File: src/rtl/pipelined_prefix_adder.sv
// Pipelined Kogge-Stone prefix adder with valid/ready flow control.
// One stage forms bitwise P/G, then one register stage per prefix level;
// the sum is formed combinationally from the final stage registers.
//
// Ports:
//   i_Clk, i_Rst        clock, synchronous active-high reset
//   i_Valid, o_Ready    upstream handshake (operands i_A, i_B, i_Cin)
//   o_Valid, i_Ready    downstream handshake (o_Sum, o_Cout, o_Overflow)
//   i_Sub               only with PREFIX_ADDER_SUB_EN: computes A + ~B + 1
//
// Build option: define PREFIX_ADDER_SUB_EN to add the i_Sub port.
module pipelined_prefix_adder #(
    parameter int WIDTH = 16
) (
    input  logic             i_Clk,
    input  logic             i_Rst,
    input  logic             i_Valid,
    output logic             o_Ready,
    input  logic [WIDTH-1:0] i_A,
    input  logic [WIDTH-1:0] i_B,
`ifdef PREFIX_ADDER_SUB_EN
    input  logic             i_Sub,
`endif
    input  logic             i_Cin,
    output logic             o_Valid,
    input  logic             i_Ready,
    output logic [WIDTH-1:0] o_Sum,
    output logic             o_Cout,
    output logic             o_Overflow
);

    localparam int LEVEL = $clog2(WIDTH);

    logic [LEVEL:0]   vld_q;
    logic [LEVEL:0]   adv;
    logic [WIDTH-1:0] g_q   [0:LEVEL];
    logic [WIDTH-1:0] p_q   [0:LEVEL];
    logic [WIDTH-1:0] raw_q [0:LEVEL];
    logic             cin_q [0:LEVEL];

    logic [WIDTH-1:0] b_eff;
    logic             cin_eff;
    logic [WIDTH-1:0] p0;
    logic [WIDTH-1:0] g0;

    // A stage may advance if it, or any stage after it, is empty, or if
    // the output is being consumed; this lets bubbles be squeezed out.
    for (genvar k = 0; k <= LEVEL; k++) begin : g_adv
        assign adv[k] = i_Ready | ~(&vld_q[LEVEL:k]);
    end

    assign o_Ready = adv[0];

`ifdef PREFIX_ADDER_SUB_EN
    assign b_eff   = i_Sub ? ~i_B : i_B;
    assign cin_eff = i_Sub ? 1'b1 : i_Cin;
`else
    assign b_eff   = i_B;
    assign cin_eff = i_Cin;
`endif

    // Carry-in is folded into the bit-0 generate so the prefix tree
    // needs no separate carry input.
    always_comb begin
        p0    = i_A ^ b_eff;
        g0    = i_A & b_eff;
        g0[0] = (i_A[0] & b_eff[0]) | (p0[0] & cin_eff);
    end

    always_ff @(posedge i_Clk) begin
        if (i_Rst) begin
            vld_q[0] <= 1'b0;
            g_q[0]   <= '0;
            p_q[0]   <= '0;
            raw_q[0] <= '0;
            cin_q[0] <= 1'b0;
        end else if (adv[0]) begin
            vld_q[0] <= i_Valid;
            if (i_Valid) begin
                g_q[0]   <= g0;
                p_q[0]   <= p0;
                raw_q[0] <= p0;
                cin_q[0] <= cin_eff;
            end
        end
    end

    for (genvar k = 1; k <= LEVEL; k++) begin : g_lvl
        localparam int D = 1 << (k - 1);
        // Bits below the span distance pass through unchanged.
        localparam logic [WIDTH-1:0] LOW = ~({WIDTH{1'b1}} << D);

        logic [WIDTH-1:0] g_nx;
        logic [WIDTH-1:0] p_nx;

        assign g_nx = g_q[k-1] | (p_q[k-1] & (g_q[k-1] << D));
        assign p_nx = p_q[k-1] & ((p_q[k-1] << D) | LOW);

        always_ff @(posedge i_Clk) begin
            if (i_Rst) begin
                vld_q[k] <= 1'b0;
                g_q[k]   <= '0;
                p_q[k]   <= '0;
                raw_q[k] <= '0;
                cin_q[k] <= 1'b0;
            end else if (adv[k]) begin
                vld_q[k] <= vld_q[k-1];
                if (vld_q[k-1]) begin
                    g_q[k]   <= g_nx;
                    p_q[k]   <= p_nx;
                    raw_q[k] <= raw_q[k-1];
                    cin_q[k] <= cin_q[k-1];
                end
            end
        end
    end

    // Final-stage G holds the carry out of each bit position.
    logic [WIDTH-1:0] gl;
    assign gl = g_q[LEVEL];

    assign o_Valid    = vld_q[LEVEL];
    assign o_Sum      = raw_q[LEVEL] ^ {gl[WIDTH-2:0], cin_q[LEVEL]};
    assign o_Cout     = gl[WIDTH-1];
    assign o_Overflow = gl[WIDTH-2] ^ gl[WIDTH-1];

endmodule

File: config.mk
export PLATFORM = sky130hd
export DESIGN_NAME = pipelined_prefix_adder
export DESIGN_NICKNAME = d
export VERILOG_FILES = /design/src/rtl/pipelined_prefix_adder.sv
export SDC_FILE = /design/constraint.sdc
export NUM_CORES = 1
export LEC_CHECK = 0
export ABC_AREA = 1
export CAP_MARGIN = 20
export CORE_MARGIN = 2
export CORE_UTILIZATION = 60
export CTS_CLUSTER_SIZE = 12
export DETAILED_ROUTE_END_ITERATION = 12
export PLACE_DENSITY = 0.89
export SKIP_CTS_REPAIR_TIMING = 1
export SYNTH_ARGS = -nofsm -noshare
export SYNTH_HDL_FRONTEND = slang
export SYNTH_SLANG_ARGS = --single-unit
File: constraint.sdc
create_clock -name i_Clk -period 6.49 [get_ports i_Clk]
set_input_delay 0.649 -clock i_Clk [delete_from_list [all_inputs] [get_ports i_Clk]]
set_output_delay 0.649 -clock i_Clk [all_outputs]
set_load 0.01 [all_outputs]
* Word level (Yosys, flattened, before mapping)
Memory sizes are Yosys's and may differ from the RTL's.
Cells that the tools add are included.
** Word-level totals
- Memories :: 4
- Output and inout bits :: 20
- Memory bits (writable) :: 245
- Bits in registers :: 5
** Operators by class
- Bitwise logic cells :: 49
- Reduce and logical (&&, ||, !) cells :: 4
- Muxes and demuxes :: 42
** Memories
- g_q :: depth 5, width 16, rd ports 5, clocked after memory_dff 0, write ports 5, line 36 : logic [WIDTH-1:0] g_q [0:LEVEL];
- p_q :: depth 5, width 16, rd ports 4, clocked after memory_dff 0, write ports 5, line 37 : logic [WIDTH-1:0] p_q [0:LEVEL];
- raw_q :: depth 5, width 16, rd ports 5, clocked after memory_dff 0, write ports 5, line 38 : logic [WIDTH-1:0] raw_q [0:LEVEL];
- cin_q :: depth 5, width 1, rd ports 5, clocked after memory_dff 0, write ports 5, line 39 : logic cin_q [0:LEVEL];
** Operators with widths (number)
- 16-bit two-way mux :: 15
- 16-bit AND :: 9
- 16-bit OR :: 4
- 16-bit bitwise XOR :: 2
- 1-bit two-way mux :: 27
- 1-bit OR :: 26
- 1-bit NOT :: 5
- 5-bit AND reduction :: 1
- 4-bit AND reduction :: 1
- 3-bit AND reduction :: 1
- 1-bit AND :: 2
- 2-bit AND reduction :: 1
- 1-bit bitwise XOR :: 1

* Depth between registers and ports, before layout
- Depth after elaboration :: 7
- Mapped depth :: 7

* Worst setup path after synthesis
OpenSTA, ideal clock, no wires.
- Path kind :: input-to-reg
- Start :: in i_Ready
- End :: mem cin_q[3], enable pin
- Path buffers :: 0
- Setup time :: 0.496 ns
- Required time :: 5.994 ns
- Setup slack :: 2.391 ns
- Arrival time :: 3.603 ns
- Cell stages on the path :: 2
- Cell sequence :: nor2_4 o21ai_0
** RTL lines
- start: declaration :: line 26 : input logic i_Ready,
- end: declaration :: line 39

* Worst setup path after layout
- Start :: in i_Ready
- End :: out o_Ready
** Between the ends
- Word-level cells in the longest chain between the ends :: 1
** Ends and longest elaborated chain
- 1-bit OR :: line 49 : assign adv[k] = i_Ready | ~(&vld_q[LEVEL:k]);
- end: declaration :: line 18 : output logic o_Ready,
Every way passes these cells.

==> out/results.ini <==
[floorplan]
coreArea_sq_um = 13300
die_area_sq_um = 14700
row_count = 42
die_h_um = 121
die_w_um = 121
io_pins = 57
start_util = 0.620

[global_route]
grt_max_degree = 48
grt_pass1_wl_um = 20100
antenna_found_initial = 0
grt_overflow = 0
grt_pass1_vias = 4420
track_usage = 0.170

[place]
port_buffers = 56
gp_congestion = 0.791
dpl_cell_area_sq_um = 8990
pre_cts_ws_ns = 3.68
hpwl_um = 7990

[drt]
routedWlPerCell_um = 13.0
wl_met1_um = 5040
wl_met3_um = 607
num_vias = 4644
dr.max_layer_used = met4
drt_iter0_drc = 414
drtPass1Iterations = 5
ant_nets = 0
drcViolationCount = 0
wl_um = 12200
wl_met2_um = 6240
vias_per_cell = 4.95

[clocking]
tritoncts = yes
htreeDepth = 1
cts_root_buf = clkbuf_16
cts_buffers = 21
cts.sinks = 204
clk_path_buf_depth = 3
clkTransAtPathRegs_ns = 0.06
clk_latency_ns = 0.48

[synthesis]
syn-cell-area_sq_um = 8280
ys_seq_elements = 204
yosysWarnings = 0
yosysTopAreaCellShare = 0.722
synth_nets = 740
avgSynthCellArea_sq_um = 12.0
synth_cells = 687
yosysSeqAreaShare = 0.734
synth_area_leader_cell = edfxtp_1
netlist-cell-type-count = 16
synth_area_leaders = edfxtp_1 72%, nor2_1 9.0%, inv_1 5.5%

[timing]
slew_violations = 0
finalHoldViolCount = 0
setup_ws_ns = 3.84
slew_headroom = 0.328
final-setup-viol-count = 0
fin_crit_sh = 0.408
rsz0062_at_grt = no
fmax_mhz = 377
timing.final.crit_period_ns = 2.65
skew_ns = 0.00769
tightest_slew_ns = 1.00
setup_tns_ns = 0

[pwr]
vdd_drop_max_mv = 0.146
power_density_nw_per_um2 = 284
p_leak_nw = 3.78

[layout]
final_cell_area_sq_um = 9630
diodes = 0
area_growth_pct = 16.3
post-route-util = 0.721
drive_above_1_share = 0.0485
fin_nets = 807

[worst_setup_path]
r2r_start = vld_q[3]$_SDFFE_PP0N_
r2r_cells = 5
crit_fanout = 5
end_kind = output pin
cp.arrival_ns = 2.00
critPathKind = input port to output pin
required_ns = 5.84
timing.rr.end = g_q[1][3]$_SDFFCE_PN0P_
regToRegSetupSlack_ns = 4.60
cp-start-kind = input port

[min_path]
hold_class = flop to flop
hold_end = vld_q[1]$_SDFFE_PP0P_
holdPathStages = 2
hold_start = vld_q[0]$_SDFFE_PP0P_

[status]
status = complete, no violations

[job]
drv_cap = 0

worst max path at each step:
stage                                         end  slack [ns]     from  depth (start not counted)
after global placement    g_q[0][1]$_SDFFCE_PN0P_        3.76  i_Ready                          5
after CTS                                 o_Ready        3.84  i_Ready                          4
final                                     o_Ready        3.84  i_Ready                          4
after floorplan                cin_q[3]$_DFFE_PP_        2.39  i_Ready                          2
after detailed placement  g_q[0][0]$_SDFFCE_PN0P_        3.68  i_Ready                          5
after global routing                      o_Ready        3.80  i_Ready                          4
cell usage in the layout, fill, tap and decap left out:
| cell | Yosys | layout |
|---|---|---|
| buf_8 | 0 | 1 |
| inv_2 | 1 | 1 |
| inv_1 | 121 | 121 |
| edfxtp_1 | 199 | 199 |
| buf_12 | 0 | 1 |
| nand3_1 | 3 | 3 |
| buf_16 | 0 | 2 |
| nor2_1 | 199 | 199 |
| o21ai_4 | 0 | 1 |
| a21oi_1 | 55 | 55 |
| clkbuf_16 | 0 | 21 |
| buf_4 | 5 | 3 |
| nand3_2 | 4 | 4 |
| dfxtp_1 | 5 | 5 |
| ha_1 | 16 | 16 |
| inv_6 | 0 | 1 |
| clkbuf_1 | 0 | 10 |
| nand2_1 | 46 | 45 |
| nand2_2 | 0 | 1 |
| clkdlybuf4s50_1 | 0 | 56 |
| nor2_4 | 1 | 1 |
| xor2_1 | 17 | 17 |
sequential cells by signal, summed over array words and instances (netlist names):
name     count
cin_q        5
g_q         80
o_Valid      1
p_q         34
raw_q       80
vld_q        4
stage by stage:
stage | power (mW) | hold WS (ns) | instances
CTS | 2.75 | 0.486 | 936
floorplan | 1.66 | 0.451 | 687
global placement | 1.72 | 0.462 | 903
detailed placement | 1.73 | 0.477 | 904
finish | 2.74 | 0.490 | 939
global route | 2.83 | 0.541 | 939
area by class of cell:
type                       count  area, sq um
sequential                   204         6080
fill                         885         3720
multi-input combinational    342         1630
timing repair buffer          63          673
clock buffer                  31          563
inverter                     122          458
tap                          176          220
clock inverter                 1         8.76
cells by family (layout without fill, tap and decap cells):
family          Yosys count  in the layout  synth area share
xor+xnor                 17             17            0.0180
compound gates           56             56            0.0339
buf+inv                 141            217            0.0706
simple gates            253            253             0.119
flops                   204            204             0.734
fa+ha+maj                16             16            0.0242
critical path, cell delays in order:
cell	delay (ns)
clkdlybuf4s50_1	0.46
nor2_4	0.23
nand3_2	0.15
clkdlybuf4s50_1	0.51
where the power goes:
group | total (mW) | internal [mW] | switching (mW)
combinational | 0.152 | 0.0684 | 0.0840
sequential | 1.56 | 1.52 | 0.0383
clock | 1.03 | 0.595 | 0.433
synth_stat cells:
cell      number
a21oi_1       55
buf_2         11
buf_4          5
buf_6          3
dfxtp_1        5
edfxtp_1     199
ha_1          16
inv_1        121
inv_2          1
nand2_1       46
nand3_1        3
nand3_2        4
nor2_1       199
nor2_4         1
o21ai_0        1
xor2_1        17
per-layer routing:
layer  track usage  vias to the layer above
met5             0                        -
met4        0.0568                        0
met3        0.0287                       41
met2         0.301                      131
met1         0.215                     2125
li1              -                     2347
Note: power is estimated with default switching activity, not from simulation.
